==> config.mk <==
export PLATFORM = sky130hd
export DESIGN_NAME = k423_ex_redirect_ctrl
export DESIGN_NICKNAME = d
export VERILOG_FILES = /design/src/rtl/k423_br_pkg.sv /design/src/rtl/k423_perf_cnt.sv /design/src/rtl/utils_adder32.sv /design/src/rtl/k423_ex_redirect_ctrl.sv
export SDC_FILE = /design/constraint.sdc
export NUM_CORES = 1
export LEC_CHECK = 0
export BUFFER_PORTS_ARGS = -buffer_cell sky130_fd_sc_hd__buf_4
export CAP_MARGIN = 40
export CORE_UTILIZATION = 30
export DETAILED_ROUTE_END_ITERATION = 8
export GPL_TIMING_DRIVEN = 0
export SYNTH_ARGS = -nofsm -noshare
export SYNTH_HDL_FRONTEND = slang
export SYNTH_SLANG_ARGS = --single-unit
==> constraint.sdc <==
create_clock -name clk_i -period 3.9 [get_ports clk_i]
set_clock_uncertainty 0.15 [all_clocks]
set_input_delay 1.17 -clock clk_i [delete_from_list [all_inputs] [get_ports clk_i]]
set_output_delay 1.17 -clock clk_i [all_outputs]
set_load 0.005 [all_outputs]
==> src/rtl/k423_br_pkg.sv <==
// k423_br_pkg: shared types and constants for the EX-stage redirect controller.
//   state_e    : redirect FSM states
//   redirect_t : redirect request bundle driven towards IF
package k423_br_pkg;

   localparam int K423_ADDR_W = 32;
   localparam int FLUSH_CYC_W = 3;

   typedef enum logic [1:0] {
      IDLE,
      REDIR,
      DRAIN
   } state_e;

   typedef struct packed {
      logic                   vld;
      logic [K423_ADDR_W-1:0] pc;
   } redirect_t;

endpackage

==> src/rtl/k423_perf_cnt.sv <==
// k423_perf_cnt: CNT_W-bit enable-increment event counter, wraps at 2^CNT_W.
//   clk_i, rst_n_i : clock, async active-low reset
//   en_i           : count this cycle
//   cnt_o          : current count
module k423_perf_cnt #(
   parameter int CNT_W = 32
) (
   input  logic             clk_i,
   input  logic             rst_n_i,
   input  logic             en_i,
   output logic [CNT_W-1:0] cnt_o
);

   logic [CNT_W-1:0] cnt_q, cnt_d;

   always_comb cnt_d = en_i ? cnt_q + 1'b1 : cnt_q;

   always_ff @(posedge clk_i or negedge rst_n_i)
      if (!rst_n_i) cnt_q <= '0;
      else          cnt_q <= cnt_d;

   assign cnt_o = cnt_q;

endmodule

==> src/rtl/utils_adder32.sv <==
// utils_adder32: plain W-bit adder with carry-in, result wraps modulo 2^W.
//   a_i, b_i : operands
//   cin_i    : carry in
//   sum_o    : a_i + b_i + cin_i (truncated to W bits)
module utils_adder32 #(
   parameter int W = 32
) (
   input  logic [W-1:0] a_i,
   input  logic [W-1:0] b_i,
   input  logic         cin_i,
   output logic [W-1:0] sum_o
);

   assign sum_o = a_i + b_i + {{(W-1){1'b0}}, cin_i};

endmodule

==> src/rtl/k423_ex_redirect_ctrl.sv <==
// k423_ex_redirect_ctrl: EX-stage branch resolution -> front-end redirect sequencer.
//   ex_*_i / bju_*_i / pred_*_i : EX instruction, BJU outcome, IF prediction
//   trap_vld_i / trap_pc_i      : trap/CSR redirect request (pulse) and vector
//   redirect_*                  : redirect request to IF, held until redirect_rdy_i
//   flush_o / ex_stall_o        : kill younger stages / hold EX
//   misalign_o                  : registered pulse on taken target with bit[1] set
//   upd_*_o                     : registered predictor update, one pulse per resolved BJU
//   br_cnt_o / mispred_cnt_o    : resolved-BJU and mispredict counters
module k423_ex_redirect_ctrl
   import k423_br_pkg::*;
#(
   parameter int ADDR_W    = 32,
   parameter int FLUSH_CYC = 1,
   parameter int CNT_W     = 32
) (
   input  logic              clk_i,
   input  logic              rst_n_i,
   input  logic              ex_vld_i,
   input  logic              ex_is_bju_i,
   input  logic              ex_is_jal_i,
   input  logic [ADDR_W-1:0] ex_pc_i,
   input  logic              bju_br_tkn_i,
   input  logic [ADDR_W-1:0] bju_br_pc_i,
   input  logic              pred_tkn_i,
   input  logic [ADDR_W-1:0] pred_pc_i,
   input  logic              trap_vld_i,
   input  logic [ADDR_W-1:0] trap_pc_i,
   output logic              redirect_vld_o,
   output logic [ADDR_W-1:0] redirect_pc_o,
   input  logic              redirect_rdy_i,
   output logic              flush_o,
   output logic              ex_stall_o,
   output logic              misalign_o,
   output logic              upd_vld_o,
   output logic [ADDR_W-1:0] upd_pc_o,
   output logic [ADDR_W-1:0] upd_tgt_o,
   output logic              upd_tkn_o,
   output logic              upd_jal_o,
   output logic [CNT_W-1:0]  br_cnt_o,
   output logic [CNT_W-1:0]  mispred_cnt_o
);

   state_e                 state_q, state_d;
   logic [ADDR_W-1:0]      tgt_q, tgt_d;
   logic [FLUSH_CYC_W-1:0] cnt_q, cnt_d;
   logic                   mal_q, mal_d;
   logic                   upd_vld_q, upd_vld_d, upd_tkn_q, upd_tkn_d, upd_jal_q, upd_jal_d;
   logic [ADDR_W-1:0]      upd_pc_q, upd_pc_d, upd_tgt_q, upd_tgt_d;
   logic [ADDR_W-1:0]      fall;
   logic                   busy, res, mis, mal;
   redirect_t              redir;

   utils_adder32 #(.W(ADDR_W)) u_fall (
      .a_i   (ex_pc_i),
      .b_i   (ADDR_W'(4)),
      .cin_i (1'b0),
      .sum_o (fall)
   );

   // Resolution is gated by the stall so nothing resolves while a redirect is in flight.
   assign busy = (state_q != IDLE);
   assign res  = ex_vld_i & ex_is_bju_i & ~busy;
   assign mis  = res & ((bju_br_tkn_i != pred_tkn_i) | (bju_br_tkn_i & (bju_br_pc_i != pred_pc_i)));
   assign mal  = res & bju_br_tkn_i & bju_br_pc_i[1];

   always_ff @(posedge clk_i or negedge rst_n_i)
      if (!rst_n_i) state_q <= IDLE;
      else          state_q <= state_d;

   // A trap overrides everything, in every state, including a same-cycle IF handshake.
   always_comb begin
      state_d = state_q;
      tgt_d   = tgt_q;
      cnt_d   = cnt_q;
      if (trap_vld_i) begin
         state_d = REDIR;
         tgt_d   = trap_pc_i;
      end else begin
         case (state_q)
            IDLE:
               if (mis & ~mal) begin
                  state_d = REDIR;
                  tgt_d   = bju_br_tkn_i ? bju_br_pc_i : fall;
               end
            REDIR:
               if (redirect_rdy_i) begin
                  state_d = (FLUSH_CYC == 0) ? IDLE : DRAIN;
                  cnt_d   = FLUSH_CYC_W'(FLUSH_CYC);
               end
            DRAIN: begin
               cnt_d = cnt_q - 1'b1;
               if (cnt_q == FLUSH_CYC_W'(1)) state_d = IDLE;
            end
            default: state_d = IDLE;
         endcase
      end
   end

   always_comb begin
      redir.vld  = (state_q == REDIR);
      redir.pc   = redir.vld ? tgt_q : '0;
      ex_stall_o = busy;
      flush_o    = busy | trap_vld_i | (mis & ~mal);
   end

   assign redirect_vld_o = redir.vld;
   assign redirect_pc_o  = redir.pc;

   // Predictor update fields hold their last value between pulses.
   always_comb begin
      mal_d     = mal;
      upd_vld_d = res;
      upd_pc_d  = res ? ex_pc_i      : upd_pc_q;
      upd_tgt_d = res ? bju_br_pc_i  : upd_tgt_q;
      upd_tkn_d = res ? bju_br_tkn_i : upd_tkn_q;
      upd_jal_d = res ? ex_is_jal_i  : upd_jal_q;
   end

   always_ff @(posedge clk_i or negedge rst_n_i)
      if (!rst_n_i) begin
         tgt_q     <= '0;
         cnt_q     <= '0;
         mal_q     <= 1'b0;
         upd_vld_q <= 1'b0;
         upd_pc_q  <= '0;
         upd_tgt_q <= '0;
         upd_tkn_q <= 1'b0;
         upd_jal_q <= 1'b0;
      end else begin
         tgt_q     <= tgt_d;
         cnt_q     <= cnt_d;
         mal_q     <= mal_d;
         upd_vld_q <= upd_vld_d;
         upd_pc_q  <= upd_pc_d;
         upd_tgt_q <= upd_tgt_d;
         upd_tkn_q <= upd_tkn_d;
         upd_jal_q <= upd_jal_d;
      end

   assign misalign_o = mal_q;
   assign upd_vld_o  = upd_vld_q;
   assign upd_pc_o   = upd_pc_q;
   assign upd_tgt_o  = upd_tgt_q;
   assign upd_tkn_o  = upd_tkn_q;
   assign upd_jal_o  = upd_jal_q;

   k423_perf_cnt #(.CNT_W(CNT_W)) u_br_cnt (
      .clk_i   (clk_i),
      .rst_n_i (rst_n_i),
      .en_i    (res),
      .cnt_o   (br_cnt_o)
   );

   k423_perf_cnt #(.CNT_W(CNT_W)) u_mis_cnt (
      .clk_i   (clk_i),
      .rst_n_i (rst_n_i),
      .en_i    (mis),
      .cnt_o   (mispred_cnt_o)
   );

endmodule

Word-level counts from Yosys, hierarchy flattened:

Index checks and enable logic that the tools add are counted.

* multiplexer cells: 12
* add/sub/neg operators: 4
* reductions and logical operators: 8
* eq/ne operators: 9
* bitwise operators: 13

Operators by type and width (count)
* $mux W32: 5
* $add A32 B1 Y32 const B: 2
* $add A32 B3 Y32 const B: 1
* $ne A32 B32 Y1: 1
* $mux W2: 4
* $reduce_bool A2 Y1: 4
* $and A1 B1 Y1: 7
* $ne A3 B3 Y1 const B: 2
* $pmux W2 S3: 1
* $pmux W3 S2: 1
* $reduce_and A3 Y1: 2
* $eq A3 B1 Y1 const B: 1
* $mux W3: 1
* $ne A3 B2 Y1 const B: 1
* $not A1 Y1: 3
* $or A1 B1 Y1: 3
* $sub A3 B1 Y3 const B: 1
* $eq A2 B1 Y1 const B: 1
* $eq A2 B2 Y1 const B: 1
* $logic_not A2 Y1: 1
* $ne A2 B1 Y1 const B: 1
* $reduce_and A2 Y1: 1
* $ne A1 B1 Y1: 1

* bits in registers: 169
* logic and storage cells: 57
* bits of input ports: 137
* output and inout port bits: 167

Logic depth before layout (Yosys ltp):

* depth after elaboration: 10
* gate-level depth with buffers: 10
* gate-level depth less buffers: 10

Hierarchy:

A second synthesis with hierarchy kept.

* cell total of the unflattened synthesis: 1092
* area total of the unflattened synthesis: 10194.8 µm²

Modules (own cells, without submodules)
* k423_ex_redirect_ctrl: area each 5499.0 µm², sequential area each 2627.5 µm², instances 1, cells an instance 598
* k423_perf_cnt: area each 1448.9 µm², sequential area each 800.8 µm², instances 2, cells an instance 123
* utils_adder32: area each 1798.0 µm², sequential area each 0.0 µm², instances 1, cells an instance 248

Worst setup path after synthesis:

Ideal clock, no wire load.

* path kind: input -> output
* start: in bju_br_pc_i[15]
* end: out flush_o
* arrival: 2.715 ns
* stages on the path: 9
* slack: -0.135 ns
* buffers on the path: 2
* required time: 2.580 ns
* cell sequence: nor2b_1 > a2111o_1 > nor4_2 > nand4_2 > and2_4 > buf_6 > buf_2 > nor2_1 > nand2_1

* cells in the longest elaborated chain, start to end: 6

Ends and longest elaborated chain
* start, declared: line k423_ex_redirect_ctrl.sv:23 `input logic [ADDR_W-1:0] bju_br_pc_i,`
* $ne A32 B32 Y1: line k423_ex_redirect_ctrl.sv:63 `assign mis = res & ((bju_br_tkn_i != pred_tkn_i) | (bju_br_tkn_i & (bju_br_pc_i != pred_pc_i)));`
* $and A1 B1 Y1: line k423_ex_redirect_ctrl.sv:63
* $or A1 B1 Y1: line k423_ex_redirect_ctrl.sv:63
* $and A1 B1 Y1: line k423_ex_redirect_ctrl.sv:63
* $and A1 B1 Y1: line k423_ex_redirect_ctrl.sv:103 `flush_o = busy | trap_vld_i | (mis & ~mal);`
* $or A1 B1 Y1: line k423_ex_redirect_ctrl.sv:103
* end, declared: line k423_ex_redirect_ctrl.sv:31 `output logic flush_o,`

Every way passes these cells.

Worst setup path in the final report:

* start: in bju_br_pc_i[23]
* end: out flush_o

The elaborated chain is that of the path after synthesis.

==> results_dict.tcl <==
set metrics [dict create \
    status "finished, violations left" \
    violations "setup timing" \
    power_density_nw_per_um2 519.7 \
    relSlewSlack_pct 46.41 \
    grt_use_total_pct 21.43 \
    grt_max_degree 94 \
    die_w_um 172.9 \
    cts_sinks 169 \
    drive_gt1_share_pct 28.79 \
    synth_flop_cell "dfrtp_1" \
    synth-seq-cells 169 \
    yosys.area.top_type "dfrtp_1" \
    insertion_delay_ns 0.44 \
    fillerInstances 2954 \
    gp_congestion 0.8945 \
    htree_levels 4 \
    worstSetupPathType "input pin to output pin" \
    drt_iter0_markers 514 \
    synthArstFlopShare_pct 100.0 \
    synth_cells 962 \
    placement.io_buffers 302 \
    hp-class "register to register" \
    grt_pass1_vias 7937 \
    worstPathMaxFanout 4 \
    numCtsBuffers 17 \
    ys_seq_area_share_pct 48.24 \
    drtPass1Iterations 5 \
    overflow 0 \
    setup_slack_ns -0.2018 \
    yosysTopAreaCellShare_pct 48.24 \
    pre_cts_slack_ns -0.7102 \
    peakVddDrop_mv 0.2465 \
    vias 8189 \
    max_freq_mhz 243.8 \
    p_comb_share_pct 34.1 \
    post-route-min-period_ns 4.102 \
    ios 304 \
    cts_tree "done" \
    switching_power_uw 2195 \
    syn_area_um2 8766 \
    end_kind "output pin" \
    die_height_um 172.9 \
    syn_nets 1108 \
    start_util_pct 30.54 \
    die-area_um2 29910 \
    remaining_drc_errors 0 \
    maxCapViolCount 0 \
    yosysWarnings 0 \
    cts_root_buffer "clkbuf_16" \
    hold_violations 0 \
    syn_to_final_growth_pct 39.62 \
    avgViaCountPerCell 4.854 \
    clk_pin_slew_worst_paths_ns 0.08 \
    antenna_found_initial 4 \
    cts_hold_buf 0 \
    setup_tns_ns -0.2018 \
    power_uw 6361 \
    synth_cell_types 45 \
    setup_viol 1 \
    power_frac_clock_pct 26.7 \
    synth.area.top_cells "dfrtp_1 (48%), nand2_1 (12%), xnor2_1 (7.3%)" \
    start_kind "input pin" \
    p_seq_share_pct 39.3 \
    final_common_cell "buf_4" \
    dp_hpwl_mm 25.28 \
    slew_viol_final 0 \
    rsz0062_at_grt "yes" \
    period_share_pct 105.2 \
    synth-edff-count 0 \
    avgSynthCellArea_um2 9.112 \
    leakagePower_uw 0.006026 \
    cts_max_path_buffers 2 \
    worstMarginPinSlew_ns 0.8038 \
    nets 1433 \
    internal-power_uw 4167 \
    drt-total-wl_mm 32.16 \
    wl_per_cell_um 19.07 \
    fp.coreArea_um2 28700 \
    arrival_ns 2.78 \
    finalCoreUtilization_pct 42.64 \
    ant_nets 0 \
    switching_share_pct 34.50 \
    critPathRequiredTime_ns 2.58 \
    mostFrequentLayoutCells "buf_4 (303), nand2_1 (273), dfrtp_1 (169), xnor2_1 (72), o21ai_0 (51)" \
    floorplan.rows 62 \
    grt_pass1_wl_mm 48.09 \
]
## worst paths after layout
kind	startpoint	endpoint	slack, ns	depth (start not counted)
max	bju_br_pc_i[23]	flush_o	-0.20	9
min	u_br_cnt.cnt_o[31]	u_br_cnt.cnt_o[31]	0.32	1
max reg2reg	state_q[1]	u_mis_cnt.cnt_o[27]	0.46	9
min reg2reg	u_br_cnt.cnt_o[31]	u_br_cnt.cnt_o[31]	0.32	1
max in group asynchronous	rst_n_i	upd_tgt_o[6]	2.16	2
min in group asynchronous	rst_n_i	upd_tgt_o[29]	0.56	1
## routing by layer
metal | global-route usage [%] | part of all wire, %
met4 | 7.227 | 2.3
met3 | 4.903 | 6.6
met5 | 0 | 0
met2 | 34.80 | 47
met1 | 28.12 | 44
## final cells by class
| class | count | area (µm²) | share of cell area (%) |
|---|---|---|---|
| clock inverters | 14 | 153.9 | 1.257 |
| inverters | 28 | 105.1 | 0.8587 |
| repair buffers | 308 | 2364 | 19.31 |
| flip-flops and latches | 169 | 4229 | 34.55 |
| plain buffers | 43 | 196.4 | 1.605 |
| multi-input cells | 720 | 4275 | 34.93 |
| clock buffers | 17 | 425.4 | 3.476 |
| diodes | 4 | 10.01 | 0.08178 |
| well taps | 384 | 480.5 | 3.926 |
## synthesized netlist by cell type (2+ instances only)
library cell / instances
nand2_1: 274
dfrtp_1: 169
xnor2_1: 73
o21ai_0: 51
xor2_1: 42
nand3_1: 39
and2_1: 33
clkbuf_1: 30
inv_1: 28
nor4_1: 25
nor2_1: 24
nand4_1: 20
mux2i_1: 18
nor3_1: 14
and3_1: 12
o21ai_1: 12
and4_1: 10
ha_1: 9
mux2_2: 8
nor3b_1: 7
a221o_1: 6
nand2b_1: 6
buf_1: 5
buf_2: 5
buf_6: 5
mux2_1: 5
nor2b_1: 5
o22ai_1: 4
a21o_1: 3
nor4_2: 3
a21oi_1: 2
or2_2: 2
## power groups by stage
stage	Combinational, µW	Sequential, µW	Clock (µW)
floorplan	806	2520	0
global placement	2150	2520	0
detailed placement	2180	2520	0
CTS	2190	2500	1750
global route	2390	2560	1800
finish	2170	2500	1700
## logic make-up after synthesis
| family | synth area share [%] |
|---|---|
| compound gates | 5.410 |
| flops | 48.24 |
| simple gates | 26.05 |
| buf+inv | 3.625 |
| mux | 3.897 |
| xor+xnor | 11.49 |
| fa+ha+maj | 1.285 |
## metrics by stage
step	cells	area [µm²]	hold WS [ns]
6_report	1687	12240	0.3186
4_1_cts	1681	12190	0.3298
3_5_place_dp	1649	11560	0.3135
3_3_place_gp	1648	11530	0.3107
2_1_floorplan	962	8780	0.2998
5_1_grt	1687	12240	0.3447
## flip-flops by register name (all words and copies together) (netlist names), 2 cells and up
name             count
cnt_q                3
state_q              2
tgt_q               32
u_br_cnt.cnt_o      32
u_mis_cnt.cnt_o     32
upd_pc_o            32
upd_tgt_o           32
## timing repair
item / CTS / global route
pin swaps: 4 / 4
gates cloned: 0 / 0
gates resized for setup: 8 / 6
setup buffers: 3 / 2
endpoints found under the setup margin: 1 / 1
## critical path, stage by stage
cell and delay, ns:
buf_8 0.10, nor2b_4 0.11, a2111o_1 0.41, nor4_4 0.36, nand4_2 0.15, and2_4 0.20
nor2_4 0.10, nand2_2 0.06, buf_6 0.11
No activity file was read; power rests on OpenSTA's default activity.
